--- src/rtl/pipe_control.sv ---
// pipe_control: RV32I main decoder feeding a D->E->M->W control pipeline.
// In: clk, rst_n, InstrD, FlushE, ZeroE/LtE/LtuE. Out: ImmSrcD (D);
// ALUControlE, ALUSrcE, JALRctrlE, PCSrcE, ResultSrcE0 (E); MemWriteM,
// RegWriteM (M); ResultSrcW, RegWriteW, IllegalW (W).
// Option macro TRAP_ILLEGAL_EN: pipelines an illegal-opcode flag to IllegalW.
module pipe_control #(
    parameter int D_WIDTH = 32
) (
    input  logic               clk,
    input  logic               rst_n,
    input  logic [D_WIDTH-1:0] InstrD,
    input  logic               FlushE,
    input  logic               ZeroE,
    input  logic               LtE,
    input  logic               LtuE,
    output logic [2:0]         ImmSrcD,
    output logic [3:0]         ALUControlE,
    output logic               ALUSrcE,
    output logic               JALRctrlE,
    output logic               PCSrcE,
    output logic               ResultSrcE0,
    output logic               MemWriteM,
    output logic               RegWriteM,
    output logic [1:0]         ResultSrcW,
    output logic               RegWriteW,
    output logic               IllegalW
);

    localparam logic [6:0] OP_R    = 7'b0110011;
    localparam logic [6:0] OP_I    = 7'b0010011;
    localparam logic [6:0] OP_LD   = 7'b0000011;
    localparam logic [6:0] OP_ST   = 7'b0100011;
    localparam logic [6:0] OP_BR   = 7'b1100011;
    localparam logic [6:0] OP_JAL  = 7'b1101111;
    localparam logic [6:0] OP_JALR = 7'b1100111;
    localparam logic [6:0] OP_LUI  = 7'b0110111;

    localparam logic [2:0] IMM_I = 3'b000;
    localparam logic [2:0] IMM_S = 3'b001;
    localparam logic [2:0] IMM_B = 3'b010;
    localparam logic [2:0] IMM_J = 3'b011;
    localparam logic [2:0] IMM_U = 3'b100;

    localparam logic [1:0] RES_ALU = 2'b00;
    localparam logic [1:0] RES_MEM = 2'b01;
    localparam logic [1:0] RES_PC4 = 2'b10;

    localparam logic [3:0] ALU_ADD  = 4'b0000;
    localparam logic [3:0] ALU_SUB  = 4'b0001;
    localparam logic [3:0] ALU_AND  = 4'b0010;
    localparam logic [3:0] ALU_OR   = 4'b0011;
    localparam logic [3:0] ALU_XOR  = 4'b0100;
    localparam logic [3:0] ALU_SLT  = 4'b0101;
    localparam logic [3:0] ALU_SLTU = 4'b0110;
    localparam logic [3:0] ALU_SLL  = 4'b0111;
    localparam logic [3:0] ALU_SRL  = 4'b1000;
    localparam logic [3:0] ALU_SRA  = 4'b1001;

    logic [6:0] opcode;
    logic [2:0] fn3;
    logic       fn7_5;

    assign opcode = InstrD[6:0];
    assign fn3    = InstrD[14:12];
    assign fn7_5  = InstrD[30];

    // Only opcode/fn3/fn7[5] are decoded; the rest of the word is ignored.
    logic unused_instr;
    assign unused_instr = ^InstrD;

    // OP-IMM has no subi: bit 30 is immediate data unless it is a shift.
    function automatic logic [3:0] alu_fn(
        input logic [2:0] f3,
        input logic       alt,
        input logic       is_reg
    );
        logic [3:0] op;
        op = ALU_ADD;
        unique case (f3)
            3'b000:  op = (is_reg && alt) ? ALU_SUB : ALU_ADD;
            3'b001:  op = ALU_SLL;
            3'b010:  op = ALU_SLT;
            3'b011:  op = ALU_SLTU;
            3'b100:  op = ALU_XOR;
            3'b101:  op = alt ? ALU_SRA : ALU_SRL;
            3'b110:  op = ALU_OR;
            default: op = ALU_AND;
        endcase
        return op;
    endfunction

    logic       dec_reg_write;
    logic       dec_mem_write;
    logic       dec_alu_src;
    logic       dec_branch;
    logic       dec_jump;
    logic       dec_jalr;
    logic       dec_illegal;
    logic [1:0] dec_result_src;
    logic [3:0] dec_alu_ctrl;
    logic [2:0] dec_imm_src;

    always_comb begin
        dec_reg_write  = 1'b0;
        dec_mem_write  = 1'b0;
        dec_alu_src    = 1'b0;
        dec_branch     = 1'b0;
        dec_jump       = 1'b0;
        dec_jalr       = 1'b0;
        dec_illegal    = 1'b0;
        dec_result_src = RES_ALU;
        dec_alu_ctrl   = ALU_ADD;
        dec_imm_src    = IMM_I;
        unique case (1'b1)
            (opcode == OP_R): begin
                dec_reg_write = 1'b1;
                dec_alu_ctrl  = alu_fn(fn3, fn7_5, 1'b1);
            end
            (opcode == OP_I): begin
                dec_reg_write = 1'b1;
                dec_alu_src   = 1'b1;
                dec_alu_ctrl  = alu_fn(fn3, fn7_5, 1'b0);
            end
            (opcode == OP_LD): begin
                dec_reg_write  = 1'b1;
                dec_alu_src    = 1'b1;
                dec_result_src = RES_MEM;
            end
            (opcode == OP_ST): begin
                dec_mem_write = 1'b1;
                dec_alu_src   = 1'b1;
                dec_imm_src   = IMM_S;
            end
            (opcode == OP_BR): begin
                dec_branch   = 1'b1;
                dec_imm_src  = IMM_B;
                dec_alu_ctrl = ALU_SUB;
            end
            (opcode == OP_JAL): begin
                dec_reg_write  = 1'b1;
                dec_jump       = 1'b1;
                dec_imm_src    = IMM_J;
                dec_result_src = RES_PC4;
            end
            (opcode == OP_JALR): begin
                dec_reg_write  = 1'b1;
                dec_jump       = 1'b1;
                dec_jalr       = 1'b1;
                dec_alu_src    = 1'b1;
                dec_result_src = RES_PC4;
            end
            (opcode == OP_LUI): begin
                // rs1 is forced to x0 upstream, so add passes the U-imm.
                dec_reg_write = 1'b1;
                dec_alu_src   = 1'b1;
                dec_imm_src   = IMM_U;
            end
            default: begin
                dec_illegal = 1'b1;
            end
        endcase
    end

    assign ImmSrcD = dec_imm_src;

    logic       e_reg_write_q, e_reg_write_d;
    logic       e_mem_write_q, e_mem_write_d;
    logic       e_alu_src_q, e_alu_src_d;
    logic       e_branch_q, e_branch_d;
    logic       e_jump_q, e_jump_d;
    logic       e_jalr_q, e_jalr_d;
    logic [1:0] e_result_src_q, e_result_src_d;
    logic [3:0] e_alu_ctrl_q, e_alu_ctrl_d;
    logic [2:0] e_fn3_q, e_fn3_d;

    logic       m_reg_write_q, m_reg_write_d;
    logic       m_mem_write_q, m_mem_write_d;
    logic [1:0] m_result_src_q, m_result_src_d;

    logic       w_reg_write_q, w_reg_write_d;
    logic [1:0] w_result_src_q, w_result_src_d;

    always_comb begin
        e_reg_write_d  = 1'b0;
        e_mem_write_d  = 1'b0;
        e_alu_src_d    = 1'b0;
        e_branch_d     = 1'b0;
        e_jump_d       = 1'b0;
        e_jalr_d       = 1'b0;
        e_result_src_d = 2'b00;
        e_alu_ctrl_d   = 4'b0000;
        e_fn3_d        = 3'b000;
        if (!FlushE) begin
            e_reg_write_d  = dec_reg_write;
            e_mem_write_d  = dec_mem_write;
            e_alu_src_d    = dec_alu_src;
            e_branch_d     = dec_branch;
            e_jump_d       = dec_jump;
            e_jalr_d       = dec_jalr;
            e_result_src_d = dec_result_src;
            e_alu_ctrl_d   = dec_alu_ctrl;
            e_fn3_d        = fn3;
        end
        m_reg_write_d  = e_reg_write_q;
        m_mem_write_d  = e_mem_write_q;
        m_result_src_d = e_result_src_q;
        w_reg_write_d  = m_reg_write_q;
        w_result_src_d = m_result_src_q;
    end

    always_ff @(posedge clk or negedge rst_n) begin
        if (!rst_n) begin
            e_reg_write_q  <= 1'b0;
            e_mem_write_q  <= 1'b0;
            e_alu_src_q    <= 1'b0;
            e_branch_q     <= 1'b0;
            e_jump_q       <= 1'b0;
            e_jalr_q       <= 1'b0;
            e_result_src_q <= 2'b00;
            e_alu_ctrl_q   <= 4'b0000;
            e_fn3_q        <= 3'b000;
            m_reg_write_q  <= 1'b0;
            m_mem_write_q  <= 1'b0;
            m_result_src_q <= 2'b00;
            w_reg_write_q  <= 1'b0;
            w_result_src_q <= 2'b00;
        end else begin
            e_reg_write_q  <= e_reg_write_d;
            e_mem_write_q  <= e_mem_write_d;
            e_alu_src_q    <= e_alu_src_d;
            e_branch_q     <= e_branch_d;
            e_jump_q       <= e_jump_d;
            e_jalr_q       <= e_jalr_d;
            e_result_src_q <= e_result_src_d;
            e_alu_ctrl_q   <= e_alu_ctrl_d;
            e_fn3_q        <= e_fn3_d;
            m_reg_write_q  <= m_reg_write_d;
            m_mem_write_q  <= m_mem_write_d;
            m_result_src_q <= m_result_src_d;
            w_reg_write_q  <= w_reg_write_d;
            w_result_src_q <= w_result_src_d;
        end
    end

    logic taken;

    always_comb begin
        taken = 1'b0;
        unique case (e_fn3_q)
            3'b000:  taken = ZeroE;
            3'b001:  taken = !ZeroE;
            3'b100:  taken = LtE;
            3'b101:  taken = !LtE;
            3'b110:  taken = LtuE;
            3'b111:  taken = !LtuE;
            default: taken = 1'b0;
        endcase
    end

    assign PCSrcE      = e_jump_q | (e_branch_q & taken);
    assign ALUControlE = e_alu_ctrl_q;
    assign ALUSrcE     = e_alu_src_q;
    assign JALRctrlE   = e_jalr_q;
    assign ResultSrcE0 = e_result_src_q[0];
    assign MemWriteM   = m_mem_write_q;
    assign RegWriteM   = m_reg_write_q;
    assign ResultSrcW  = w_result_src_q;
    assign RegWriteW   = w_reg_write_q;

`ifdef TRAP_ILLEGAL_EN
    logic e_ill_q, e_ill_d;
    logic m_ill_q, m_ill_d;
    logic w_ill_q, w_ill_d;

    always_comb begin
        e_ill_d = dec_illegal & ~FlushE;
        m_ill_d = e_ill_q;
        w_ill_d = m_ill_q;
    end

    always_ff @(posedge clk or negedge rst_n) begin
        if (!rst_n) begin
            e_ill_q <= 1'b0;
            m_ill_q <= 1'b0;
            w_ill_q <= 1'b0;
        end else begin
            e_ill_q <= e_ill_d;
            m_ill_q <= m_ill_d;
            w_ill_q <= w_ill_d;
        end
    end

    assign IllegalW = w_ill_q;
`else
    logic unused_illegal;
    assign unused_illegal = dec_illegal;
    assign IllegalW       = 1'b0;
`endif

endmodule

--- config.mk ---
export PLATFORM = sky130hd
export DESIGN_NAME = pipe_control
export DESIGN_NICKNAME = d
export VERILOG_FILES = /design/src/rtl/pipe_control.sv
export SDC_FILE = /design/constraint.sdc
export NUM_CORES = 1
export LEC_CHECK = 0
export BUFFER_PORTS_ARGS = -buffer_cell sky130_fd_sc_hd__buf_2
export CAP_MARGIN = 20
export CORE_ASPECT_RATIO = 1.1
export CORE_MARGIN = 1
export CORE_UTILIZATION = 46
export CTS_CLUSTER_SIZE = 28
export DETAILED_ROUTE_END_ITERATION = 10
export PLACE_DENSITY = 0.8
export SLEW_MARGIN = 20
export SYNTH_ARGS = -nofsm -noshare
export SYNTH_HDL_FRONTEND = slang
export SYNTH_SLANG_ARGS = --single-unit
--- constraint.sdc ---
create_clock -name clk -period 2.25 [get_ports clk]
set_input_delay 0.225 -clock clk [delete_from_list [all_inputs] [get_ports clk]]
set_output_delay 0.225 -clock clk [all_outputs]
set_load 0.1 [all_outputs]
# [After elaboration in Yosys (flattened, before gate mapping)]
# Index checks and enable logic that the tools add are counted.
[classes] n_mux=23 n_eq_ne=19 bitwise=2 n_reduce_logical=8
[op_table] operator="4-bit one-hot mux with 7 select lines" count=2
[op_table] operator="3-bit equality test (second input constant)" count=7
[op_table] operator="7-bit by 6-bit equality test with 1-bit output (second input constant)" count=3
[op_table] operator="7-bit equality test (second input constant)" count=3
[op_table] operator="1-bit two-way mux" count=14
[op_table] operator="3-bit one-hot mux with 4 select lines" count=1
[op_table] operator="4-bit one-hot mux with 3 select lines" count=1
[op_table] operator="7-bit by 2-bit equality test with 1-bit output (second input constant)" count=1
[op_table] operator="7-bit by 5-bit equality test with 1-bit output (second input constant)" count=1
[op_table] operator="3-bit by 1-bit equality test with 1-bit output (second input constant)" count=2
[op_table] operator="3-bit by 2-bit equality test with 1-bit output (second input constant)" count=2
[op_table] operator="3-bit zero test" count=2
[op_table] operator="1-bit one-hot mux with 6 select lines" count=1
[op_table] operator="6-bit OR reduction" count=1
[op_table] operator="5-bit OR reduction" count=1
[op_table] operator="4-bit two-way mux" count=1
[op_table] operator="2-bit one-hot mux with 2 select lines" count=1
[op_table] operator="1-bit zero test" count=3
[op_table] operator="3-bit two-way mux" count=1
[op_table] operator="2-bit two-way mux" count=1
[op_table] operator="2-bit OR reduction" count=1
[op_table] operator="1-bit bitwise AND" count=1
[op_table] operator="1-bit OR" count=1
[totals] output_inout_bits=17 ff_bits=22 wordCells=66

# [Depth between registers and ports, before layout]
[depth] ltp_word=4 ltp_mapped=5 depth_no_buf=4

# [Worst setup path after synthesis]
# No wires, ideal clock.
[synth_timing] kind="in2out" startpoint="input port InstrD[6]" endpoint="output port ImmSrcD[2]" arrival_ns=3.351 stages=3 path_buffers=1 path_slack_ns=-1.326 cell_sequence="buf_4 > nand2b_4 > nor4_1"
[synth_via] elab_chain_cells=2 elab_cells_between_ends=5 cone_classes="eq/ne (4); mux (1)"
[synth_lines] element="start, declared" line="11" text="input logic [D_WIDTH-1:0] InstrD,"
[synth_lines] element="7-bit by 6-bit equality test with 1-bit output, or another cell as far along" line="152" text="(opcode == OP_LUI): begin"
[synth_lines] element="3-bit one-hot mux with 4 select lines *" line="114" text="unique case (1'b1)"
[synth_lines] element="end, declared" line="16" text="output logic [2:0] ImmSrcD,"
# Mark *: on every way between the ends. The rest lies on a longest branch, timed or not.

# [Worst setup path in the final report]
[layout_timing] startpoint="register e_fn3_q[2]" endpoint="output port PCSrcE"
[layout_via] elab_chain_cells=4 elab_cells_between_ends=9 cone_classes="eq/ne (5); mux (1); bitwise (2); reduce/logical (1)"
[layout_lines] element="start, declared" line="174" text="logic [2:0] e_fn3_q, e_fn3_d;"
[layout_lines] element="start signal, assigned" line="236" text="e_fn3_q <= e_fn3_d;"
[layout_lines] element="3-bit equality test, or another cell as far along" line="249" text="unique case (e_fn3_q)"
[layout_lines] element="1-bit one-hot mux with 6 select lines *" line="249"
[layout_lines] element="1-bit bitwise AND *" line="260" text="assign PCSrcE = e_jump_q | (e_branch_q & taken);"
[layout_lines] element="1-bit OR *" line="260"
[layout_lines] element="end, declared" line="20" text="output logic PCSrcE,"
# Marks and branches as above.

==> flow_summary.toml <==
[worst_setup_path]
critPathLaunchType = "flop"
crit_path_max_incr_delay_ns = 0.42
crit_path_top_delay_cell = "buf_2"
cp_max_fo = 2
worstReg2RegEnd = "RegWriteW"
worstRegToRegCells = 0
worstPathArrival_ns = 1.72
cp-end-kind = "output port"
r2r_setup_slack_ns = 1.76
r2r-start = "RegWriteM"
criticalPathCategory = "flop to output port"
cp.required_ns = 2.03
crit_path_cell_trace = "mux2i_1, xor2_1, o21ai_0, a21o_1, buf_2"
cp_num_buf_inv = 1
cpLargestDelayFamily = "buffers and inverters"

[detailed_routing]
route.detailed.drc = 0
drt-pass1-iter-count = 3
dr_total_vias = 732
viasPerCell = 4.913
drt_iter0_drc = 5
wirelength_microns = 1707
detail-route-antenna-nets = 0
wire_per_inst_microns = 11.46

[global_routing]
overflow = 0
grt_max_degree = 23
grt_pass1_wl_microns = 2994
antenna_found_initial = 0
first_global_vias = 670
grt_use_total_pct = 17.44

[min_path]
hold_end = "e_fn3_q[1]"
min_from = "InstrD[13]"
hold_depth = 2
min_path_type = "primary input to flop"

[logic_synthesis]
synth_area_per_cell_sq_um = 11.29
netlist_area_sq_um = 1016
ys_warn_count = 0
ys_seq_elements = 22
syn_inst = 90
synthesis.nets = 128
ys_types = 33
ys_seq_area_share_pct = 54.19

[clocking]
clock_latency_ns = 0.29
cts_tree = "done"
cts_sinks = 22
cts_max_level = 1
cts_made_buffers = 3
clk_pin_slew_worst_paths_ns = 0.10
clockBufferDepth = 2
root_buffer = "clkbuf_4"
cts_resized = 0

[power_and_ir_drop]
p_leak_nw = 0.6520
pwr-share-comb_pct = 13.9
clock_power_share_pct = 35.5
irDropWorstVdd_uv = 280.0
pwr-share-seq_pct = 50.6
power_density_nw_per_um2 = 637.5
p_int_mw = 0.6166
switchingPower_mw = 0.1787
p_sw_share_pct = 22.46

[layout]
n_antenna_cell = 0
fin_util_pct = 61.09
drive_above_1_share_pct = 38.84
finalNetCount = 160
areaGrowthSynthToFinish_pct = 22.78
post-route-cell-area_sq_um = 1247

[sta]
clock.fmax_mhz = 514.4
setup_violations = 0
finalCriticalPeriod_ns = 1.944
finalCritPeriodShare_pct = 86.40
timing.final.max_slew_violations = 0
hold_viol_final = 0
finalSetupTns_ns = 0
worst_slack_ns = 0.3060
worst_clock_skew_ns = 0.007256
fin_hold_ws_ns = 0.2240
rsz0062_at_grt = "no"

[outcome]
status = "finished clean"

[place]
gp_congestion = 0.7967
port_buffers = 32
pre_cts_ws_ns = 0.6208
postPlaceCellArea_sq_um = 1185
hpwl_microns = 1277

[die]
io-pin-count = 55
initial_core_util_pct = 49.75
row_count = 17
core-area_sq_um = 2042
die_area_sq_um = 2401
die_w_microns = 46.81
die_height_microns = 51.29

[flow_run]
drv_cap = 0
synthesized netlist by cell type:
cell type   n  area share (%)
dfrtp_1    22              54
nor2_1      8             3.0
nand2_1     5             1.8
nor2b_1     5             3.1
nor3_1      5             2.5
buf_4       3             2.2
nand2b_1    3             1.8
nand3_1     3             1.5
nor4_1      3             1.8
xor2_1      3             2.6
a2111oi_2   2             3.0
a21oi_1     2            0.99
and3_1      2             1.2
buf_2       2            0.99
mux2i_1     2             2.0
nand2b_4    2             2.7
o21ai_0     2            0.99
a21boi_0    1            0.74
a21o_1      1            0.74
and2_1      1            0.62
and3b_1     1            0.86
clkbuf_1    1            0.37
conb_1      1            0.37
inv_1       1            0.37
nand4b_4    1             2.3
nor4_2      1             1.2
o21a_1      1            0.74
o22a_2      1            0.99
o22ai_1     1            0.62
o311a_2     1             1.1
or3_1       1            0.62
or4_4       1             1.1
xnor2_1     1            0.86
routing by layer:
layer,global-route usage [%],part of all wire (%),vias up
met5,0,0,-
met4,8.571,0,0
met3,2.473,4.1,0
met2,25.46,49,25
met1,24.83,47,335
li1,-,-,372
cell families after synthesis:
kind of cell,count (synthesis),synth area share (%)
XOR/XNOR,4,3.449
buffers and inverters,7,3.940
AO/OA/AOI/OAI,12,9.854
AND/OR/NAND/NOR,42,26.23
other,1,0.3691
multiplexers,2,1.971
flip-flops,22,54.19
layout by cell type (no fill, tap or decap), drive strengths merged:
| master | synthesis | routed |
|---|---|---|
| buf | 5 | 32 |
| conb | 1 | 1 |
| nand4b | 1 | 1 |
| clkbuf | 1 | 3 |
| and3b | 1 | 1 |
| o21a | 1 | 1 |
| or4 | 1 | 1 |
| nor2 | 8 | 8 |
| nand2 | 5 | 5 |
| and2 | 1 | 1 |
| dlygate4sd3 | 0 | 1 |
| nor2b | 5 | 5 |
| nor3 | 5 | 5 |
| o22a | 1 | 1 |
| o22ai | 1 | 1 |
| o311a | 1 | 1 |
| a21oi | 2 | 2 |
| nand2b | 5 | 5 |
| nor4 | 4 | 4 |
| mux2i | 2 | 2 |
| xnor2 | 1 | 1 |
| o21ai | 2 | 2 |
| a21boi | 1 | 1 |
| nand3 | 3 | 3 |
| and3 | 2 | 2 |
| dfrtp | 22 | 22 |
| a21o | 1 | 1 |
| or3 | 1 | 1 |
| a2111oi | 2 | 2 |
| inv | 1 | 1 |
| xor2 | 3 | 3 |
| bufinv | 0 | 1 |
state kept, by name (all words and copies together) (netlist names):
signal          flops
RegWriteM           1
ALUSrcE             1
e_result_src_q      2
m_result_src_q      2
e_fn3_q             3
e_jump_q            1
e_branch_q          1
ResultSrcW          2
e_reg_write_q       1
MemWriteM           1
ALUControlE         4
e_mem_write_q       1
RegWriteW           1
JALRctrlE           1
timing repair:
item / CTS / global route
setup buffers: 0 / 0
hold buffers: 1 / 0
hold endpoints to repair: 22 / 0
layout make-up:
cell class	instances	area, sq um
flip-flops and latches	22	550.5
fillers	177	794.5
inverters	1	3.754
clock inverters	1	30.03
repair buffers	33	170.2
well taps	28	35.03
multi-input cells	61	435.4
clock buffers	3	22.52
worst max path at each step:
stage          startpoint         end  slack (ns)  depth (start not counted)
2_1_floorplan   InstrD[2]  ImmSrcD[2]       -0.15                          3
3_3_place_gp    InstrD[6]  ImmSrcD[0]        0.65                          4
3_5_place_dp   e_fn3_q[2]      PCSrcE        0.62                          5
4_1_cts        e_fn3_q[2]      PCSrcE        0.29                          5
5_1_grt        e_fn3_q[2]      PCSrcE        0.19                          5
6_report       e_fn3_q[2]      PCSrcE        0.31                          5
power by group through the flow:
| stage | Combinational, mW | Sequential (mW) | Clock [mW] |
|---|---|---|---|
| after detailed placement | 0.109 | 0.410 | 0 |
| after global routing | 0.122 | 0.403 | 0.321 |
| after CTS | 0.111 | 0.402 | 0.292 |
| after floorplan | 0.0679 | 0.419 | 0 |
| final | 0.110 | 0.402 | 0.283 |
| after global placement | 0.106 | 0.410 | 0 |
per-stage QoR:
stage / cells / power [mW]
after floorplan: 90 / 0.4872
after global placement: 144 / 0.5157
after detailed placement: 144 / 0.5191
after CTS: 149 / 0.8052
after global routing: 149 / 0.8459
final: 149 / 0.7953
(Power assumes the default switching activity.)
